===== src/rtl/dec_seq_n2m.sv =====
// Registered N-to-2^N decoder with a loadable, up/down stepping index register.
// Stepping past either end wraps or saturates (WRAP), and either case raises a one-cycle wrap pulse.
module dec_seq_n2m #(
   parameter int N    = 2,
   parameter bit WRAP = 1'b1
) (
   input  logic             clk,
   input  logic             rst,
   input  logic             e,
   input  logic             ld,
   input  logic [N-1:0]     i,
   input  logic             up,
   input  logic             dn,
   output logic [2**N-1:0]  o,
   output logic [N-1:0]     idx,
   output logic             wrap
);

   localparam logic [N-1:0] IDX_MAX = '1;
   localparam logic [N-1:0] IDX_MIN = '0;

   logic [N-1:0]    idx_q, idx_d;
   logic [2**N-1:0] o_q, o_d;
   logic            wrap_q, wrap_d;

   always_comb begin
      idx_d  = idx_q;
      wrap_d = 1'b0;
      o_d    = '0;

      if (ld) begin
         idx_d = i;
      end else if (up && !dn) begin
         if (idx_q == IDX_MAX) begin
            // A blocked step at the end is flagged just like a wrap.
            wrap_d = 1'b1;
            idx_d  = WRAP ? IDX_MIN : IDX_MAX;
         end else begin
            idx_d = idx_q + 1'b1;
         end
      end else if (dn && !up) begin
         if (idx_q == IDX_MIN) begin
            wrap_d = 1'b1;
            idx_d  = WRAP ? IDX_MAX : IDX_MIN;
         end else begin
            idx_d = idx_q - 1'b1;
         end
      end

      // Decode the new index so o and idx change on the same edge.
      if (e) begin
         o_d[idx_d] = 1'b1;
      end
   end

   always_ff @(posedge clk) begin
      if (rst) begin
         idx_q  <= '0;
         o_q    <= '0;
         wrap_q <= 1'b0;
      end else begin
         idx_q  <= idx_d;
         o_q    <= o_d;
         wrap_q <= wrap_d;
      end
   end

   assign o    = o_q;
   assign idx  = idx_q;
   assign wrap = wrap_q;

endmodule


===== config.mk =====
export PLATFORM = sky130hd
export DESIGN_NAME = dec_seq_n2m
export DESIGN_NICKNAME = d
export VERILOG_FILES = /design/src/rtl/dec_seq_n2m.sv
export SDC_FILE = /design/constraint.sdc
export NUM_CORES = 1
export LEC_CHECK = 0
export CORE_AREA = 10 10 47 49
export DETAILED_ROUTE_END_ITERATION = 10
export DIE_AREA = 0 0 57 59
export PLACE_DENSITY = 0.59
export SLEW_MARGIN = 20
export SYNTH_ARGS = -nofsm -noshare
export SYNTH_HDL_FRONTEND = slang
export SYNTH_SLANG_ARGS = --single-unit

===== constraint.sdc =====
create_clock -name clk -period 3.1 [get_ports clk]
set_input_delay 0.62 -clock clk [delete_from_list [all_inputs] [get_ports clk]]
set_output_delay 0.62 -clock clk [all_outputs]
set_load 0.01 [all_outputs]

**Word-level counts from Yosys, hierarchy flattened**

Cells that the tools add are included.

- ROM bits: 0
- Logic and storage cells: 28
- Memories kept: 0
- Output and inout bits: 7
- Bits in registers: 7
- Memory bits (writable): 0
- Latch bits: 0
- Input port bits: 8

- Reductions and logical operators: 8
- $lt $le $gt $ge: 2
- Equality and inequality tests: 1
- Multipliers: 0
- Shift-type cells: 0
- Bitwise logic cells: 1
- Multiplexer cells: 11
- Add/subtract/negate cells: 2
- Div/mod/pow operators: 0

Operators by type and width:

| operator | number |
|---|---|
| 2-bit 2-to-1 mux | 5 |
| 1-bit 2-to-1 mux | 5 |
| 2-bit OR reduction | 2 |
| 1-bit logical AND | 3 |
| 2-bit by 3-bit less-than comparator with 1-bit output, second input constant | 1 |
| 2-bit by 1-bit adder with 2-bit output, second input constant | 1 |
| 1-bit demux with 2-bit select | 1 |
| 2-bit equality test, second input constant | 1 |
| 2-bit by 1-bit >= comparator with 1-bit output, second input constant | 1 |
| 1-bit zero test | 2 |
| 2-bit zero test | 1 |
| 2-bit by 1-bit subtractor with 2-bit output, second input constant | 1 |
| 1-bit NOT | 1 |

**Depth between registers and ports, before layout**

- Word-level depth: 9
- Depth in mapped cells: 6
- Mapped depth without buffers: 6

**Worst setup path before layout**

OpenSTA, ideal clock, no wires.

- Path type: input -> register
- From: input port dn
- To: register o_q[0], in the netlist o[0]
- Data arrival time: 1411 ps
- Buffers on the path: 0
- Library setup time: 117 ps
- Stages on the path: 4
- Path slack: 1572 ps
- Required time: 2983 ps
- Cells stage by stage: nor2b_1 -> nor2b_4 -> o311a_4 -> and4b_1

- Word-level cells in the longest chain between the ends: 8
- Elaborated cells between the ends (all ways): 11
- Those cells by class: order compare: 2; mux: 5; reduce/logical: 4

RTL lines:

| what | line | RTL |
|---|---|---|
| start, declared | 13 | `input logic dn,` |
| 1-bit logical AND or 1-bit zero test (tied branches) | 41, 33 |  |
| 2-bit 2-to-1 mux or 1-bit logical AND (tied branches) | 41, 33 |  |
| 2-bit 2-to-1 mux * | 33 | `end else if (up && !dn) begin` |
| 2-bit 2-to-1 mux * | 31 | `if (ld) begin` |
| 2-bit by 3-bit less-than comparator with 1-bit output (implied by the code) or 2-bit by 1-bit >= comparator with 1-bit output (tied branches) | 52 | `o_d[idx_d] = 1'b1;` |
| 1-bit logical AND (implied by the code) | 52 |  |
| 1-bit 2-to-1 mux (implied by the code) | 52 |  |
| 1-bit demux with 2-bit select * | 52 |  |
| end signal, assigned | 59 | `o_q <= '0;` |
| end signal, assigned | 63 | `o_q <= o_d;` |
| end, declared | 23 | `logic [2**N-1:0] o_q, o_d;` |

Mark *: on every way between the ends. The rest lies on a longest branch, timed or not.
A chain may end at the register's enable or synchronous reset.

**Worst setup path in the final report**

Same ends and word-level chain as after synthesis.

==> flow_metrics.py <==
metrics = {
    "grt": {
        "antenna_found_initial": 0,
        "globalRouteOverflowTotal": 0,
        "grt_max_degree": 8,
        "grt_pass1_wl_mm": 1.35,
        "grt_pass1_vias": 334,
        "grt_usage": 0.0509,
    },
    "placed_design": {
        "dp_hpwl_um": 682,
        "dpl_cell_area_um2": 520,
        "portBuffers": 14,
        "place.gp.congestion": 0.732,
    },
    "finish": {
        "syn2layout_area_growth_pct": 51.7,
        "antenna_cells": 0,
        "fin_area_um2": 547,
        "layout-drive-gt1-share": 0.151,
        "layout.nets": 64,
        "post-route-util": 0.390,
    },
    "critical_path": {
        "reg2reg_from": "idx[0]",
        "path_cells": "clkdlybuf4s50_1, nor2b_1, nor2b_4, o311a_4, and4b_1",
        "worstPathMaxFanout": 6,
        "max_stage_delay_ps": 480,
        "path_class": "input pin to register",
        "cpMaxStageDelayCell": "clkdlybuf4s50_1",
        "critical_path_buf_inv_count": 1,
        "cp_data_arrival_time_ps": 2000,
        "end_kind": "register",
        "reg2reg_slack_ps": 1510,
        "ff2ff_path_depth": 6,
        "critical-path-top-delay-family": "simple AND/OR/NAND/NOR gates",
        "start_kind": "input pin",
        "timing.rr.end": "o[0]",
        "critPathRequiredTime_ps": 3240,
    },
    "synth": {
        "synth-seq-cells": 7,
        "yosysWarnings": 0,
        "synth.distinct_cells": 18,
        "postSynthAreaPerCell_um2": 10.3,
        "synthesis.nets": 45,
        "netlist_instances": 35,
        "netlist_area_um2": 360,
        "seq_area_frac_synth": 0.389,
    },
    "detailed_routing": {
        "drt-total-wl_um": 809,
        "drc": 0,
        "ant_nets": 0,
        "drt-wirelength-per-cell_um": 11.7,
        "dr.pass1.iters": 2,
        "dr.first_iter.drc_count": 3,
        "routed_via_density": 4.39,
        "vias": 303,
    },
    "cts": {
        "cts_sinks": 7,
        "clk_latency_ps": 250,
        "cts_max_level": 1,
        "ctsResizeCount": 0,
        "clk_pin_slew_worst_paths_ps": 50,
        "numCtsBuffers": 3,
        "hold_buffers": 0,
        "cts_root_buffer": "clkbuf_4",
        "post_cts_buffers": 0,
        "clockBufferDepth": 2,
        "cts_tree": "done",
    },
    "job": {
        "drv_cap": 0,
    },
    "sta": {
        "finalSetupTns_ps": 0,
        "skew_ps": 3.18,
        "period_share": 0.599,
        "max_freq_ghz": 0.539,
        "timing_hold_violations_final": 0,
        "setup_viol_count_final": 0,
        "tightest_slew_ps": 369,
        "rsz0062_at_grt": "no",
        "relSlewSlack": 0.754,
        "min_period_ps": 1860,
        "slew_viol_final": 0,
    },
    "die": {
        "core_um2": 1400,
        "row_count": 14,
        "start_util": 0.257,
        "dieArea_um2": 3360,
        "die_w_um": 57,
        "io_pins": 15,
        "die_y_um": 59,
    },
    "power": {
        "internal-power_uw": 174,
        "powerDensity_nw_per_um2": 426,
        "clock_power_share": 0.351,
        "power_uw": 233,
        "leakage_uw": 0.000211,
        "seqPwrFrac": 0.420,
        "peakVddDrop_v": 0.000210,
        "swShare": 0.253,
        "power_frac_comb": 0.229,
        "switchingPower_uw": 58.8,
    },
    "run_status": {
        "outcome": "finished, final reports clean",
    },
    "worst_hold_path": {
        "min_to": "idx[0]",
        "holdPathStages": 3,
        "hp-start": "idx[0]",
        "hp-class": "register to register",
    },
}
[registers in the layout, indices dropped and copies added (netlist names)]
register  cells
idx           2
wrap          1
o             4
[power groups by stage]
stage	clock [µW]	combinational [µW]	sequential, µW
final	81.7	53.4	97.7
after global placement	0	53.5	99.8
after global routing	89.3	58.7	98.4
after detailed placement	0	54.1	99.7
after CTS	85.3	54.4	97.8
after floorplan	0	26.2	102
[cell usage in the layout, fill, tap and decap left out, types with 2 or more instances in the layout]
cell type        netlist  final
nor3_1                 2      2
nand2_1                2      2
inv_1                  3      3
nor3b_1                2      2
mux2i_1                2      2
dfxtp_1                7      7
clkbuf_4               0      3
o21ai_0                2      2
nor2_1                 3      3
ha_1                   2      2
nor2b_1                2      2
clkdlybuf4s50_1        0     14
[tightest hold or removal path: cells and delay by family (launching register included)]
family / cells / cell delay (ps)
flops: 1 / 340
simple gates: 1 / 40
compound gates: 2 / 310
[area by class of cell]
cell class	count	area (µm²)
fill	154	855
sequential	7	140
clock buffer	4	26.3
tap	16	20.0
inverter	3	11.3
timing repair buffer	14	140
multi-input combinational	25	209
[Yosys cell counts]
| cell | number | area, µm² |
|---|---|---|
| a221oi_2 | 1 | 15.0 |
| a2bb2oi_1 | 1 | 8.76 |
| and4b_1 | 1 | 10.0 |
| dfxtp_1 | 7 | 140 |
| ha_1 | 2 | 25.0 |
| inv_1 | 3 | 11.3 |
| mux2i_1 | 2 | 20.0 |
| nand2_1 | 2 | 7.51 |
| nand2b_1 | 1 | 6.26 |
| nor2_1 | 3 | 11.3 |
| nor2b_1 | 2 | 12.5 |
| nor2b_4 | 1 | 13.8 |
| nor3_1 | 2 | 10.0 |
| nor3_2 | 1 | 10.0 |
| nor3b_1 | 2 | 15.0 |
| nor3b_2 | 1 | 12.5 |
| o21ai_0 | 2 | 10.0 |
| o311a_4 | 1 | 21.3 |
[how the worst max path moves through the flow]
stage	cells past startpoint	end	start
after detailed placement	5	o[0]	dn
after CTS	5	o[0]	dn
final	5	o[0]	dn
after global routing	5	o[2]	dn
after global placement	5	o[0]	dn
after floorplan	4	o[0]	dn
[metrics by stage]
step	setup WS (ps)	hold slack, ps	std cells
6_report	1240	738	69
5_1_grt	1140	776	69
4_1_cts	1250	743	69
3_5_place_dp	984	736	65
3_3_place_gp	978	746	65
2_1_floorplan	1570	692	35
[kinds of logic (layout without fill, tap and decap cells)]
kind of cell / after synthesis / count (layout) / share of synthesized area
and+or+nand+nor: 16 / 16 / 0.302
DFF: 7 / 7 / 0.389
AOI/OAI and AO/OA: 5 / 5 / 0.153
buffers and inverters: 3 / 21 / 0.0312
adders and majority gates: 2 / 2 / 0.0694
muxes: 2 / 2 / 0.0556
[metal layers]
| metal | track usage | vias up | routed length [µm] |
|---|---|---|---|
| met5 | 0 | - | 0 |
| met4 | 0.0403 | 0 | 0 |
| met3 | 0.0258 | 0 | 69 |
| met2 | 0.0806 | 9 | 373 |
| met1 | 0.0498 | 135 | 366 |
| li1 | - | 159 | - |
Power figures use the tool's default switching activity.
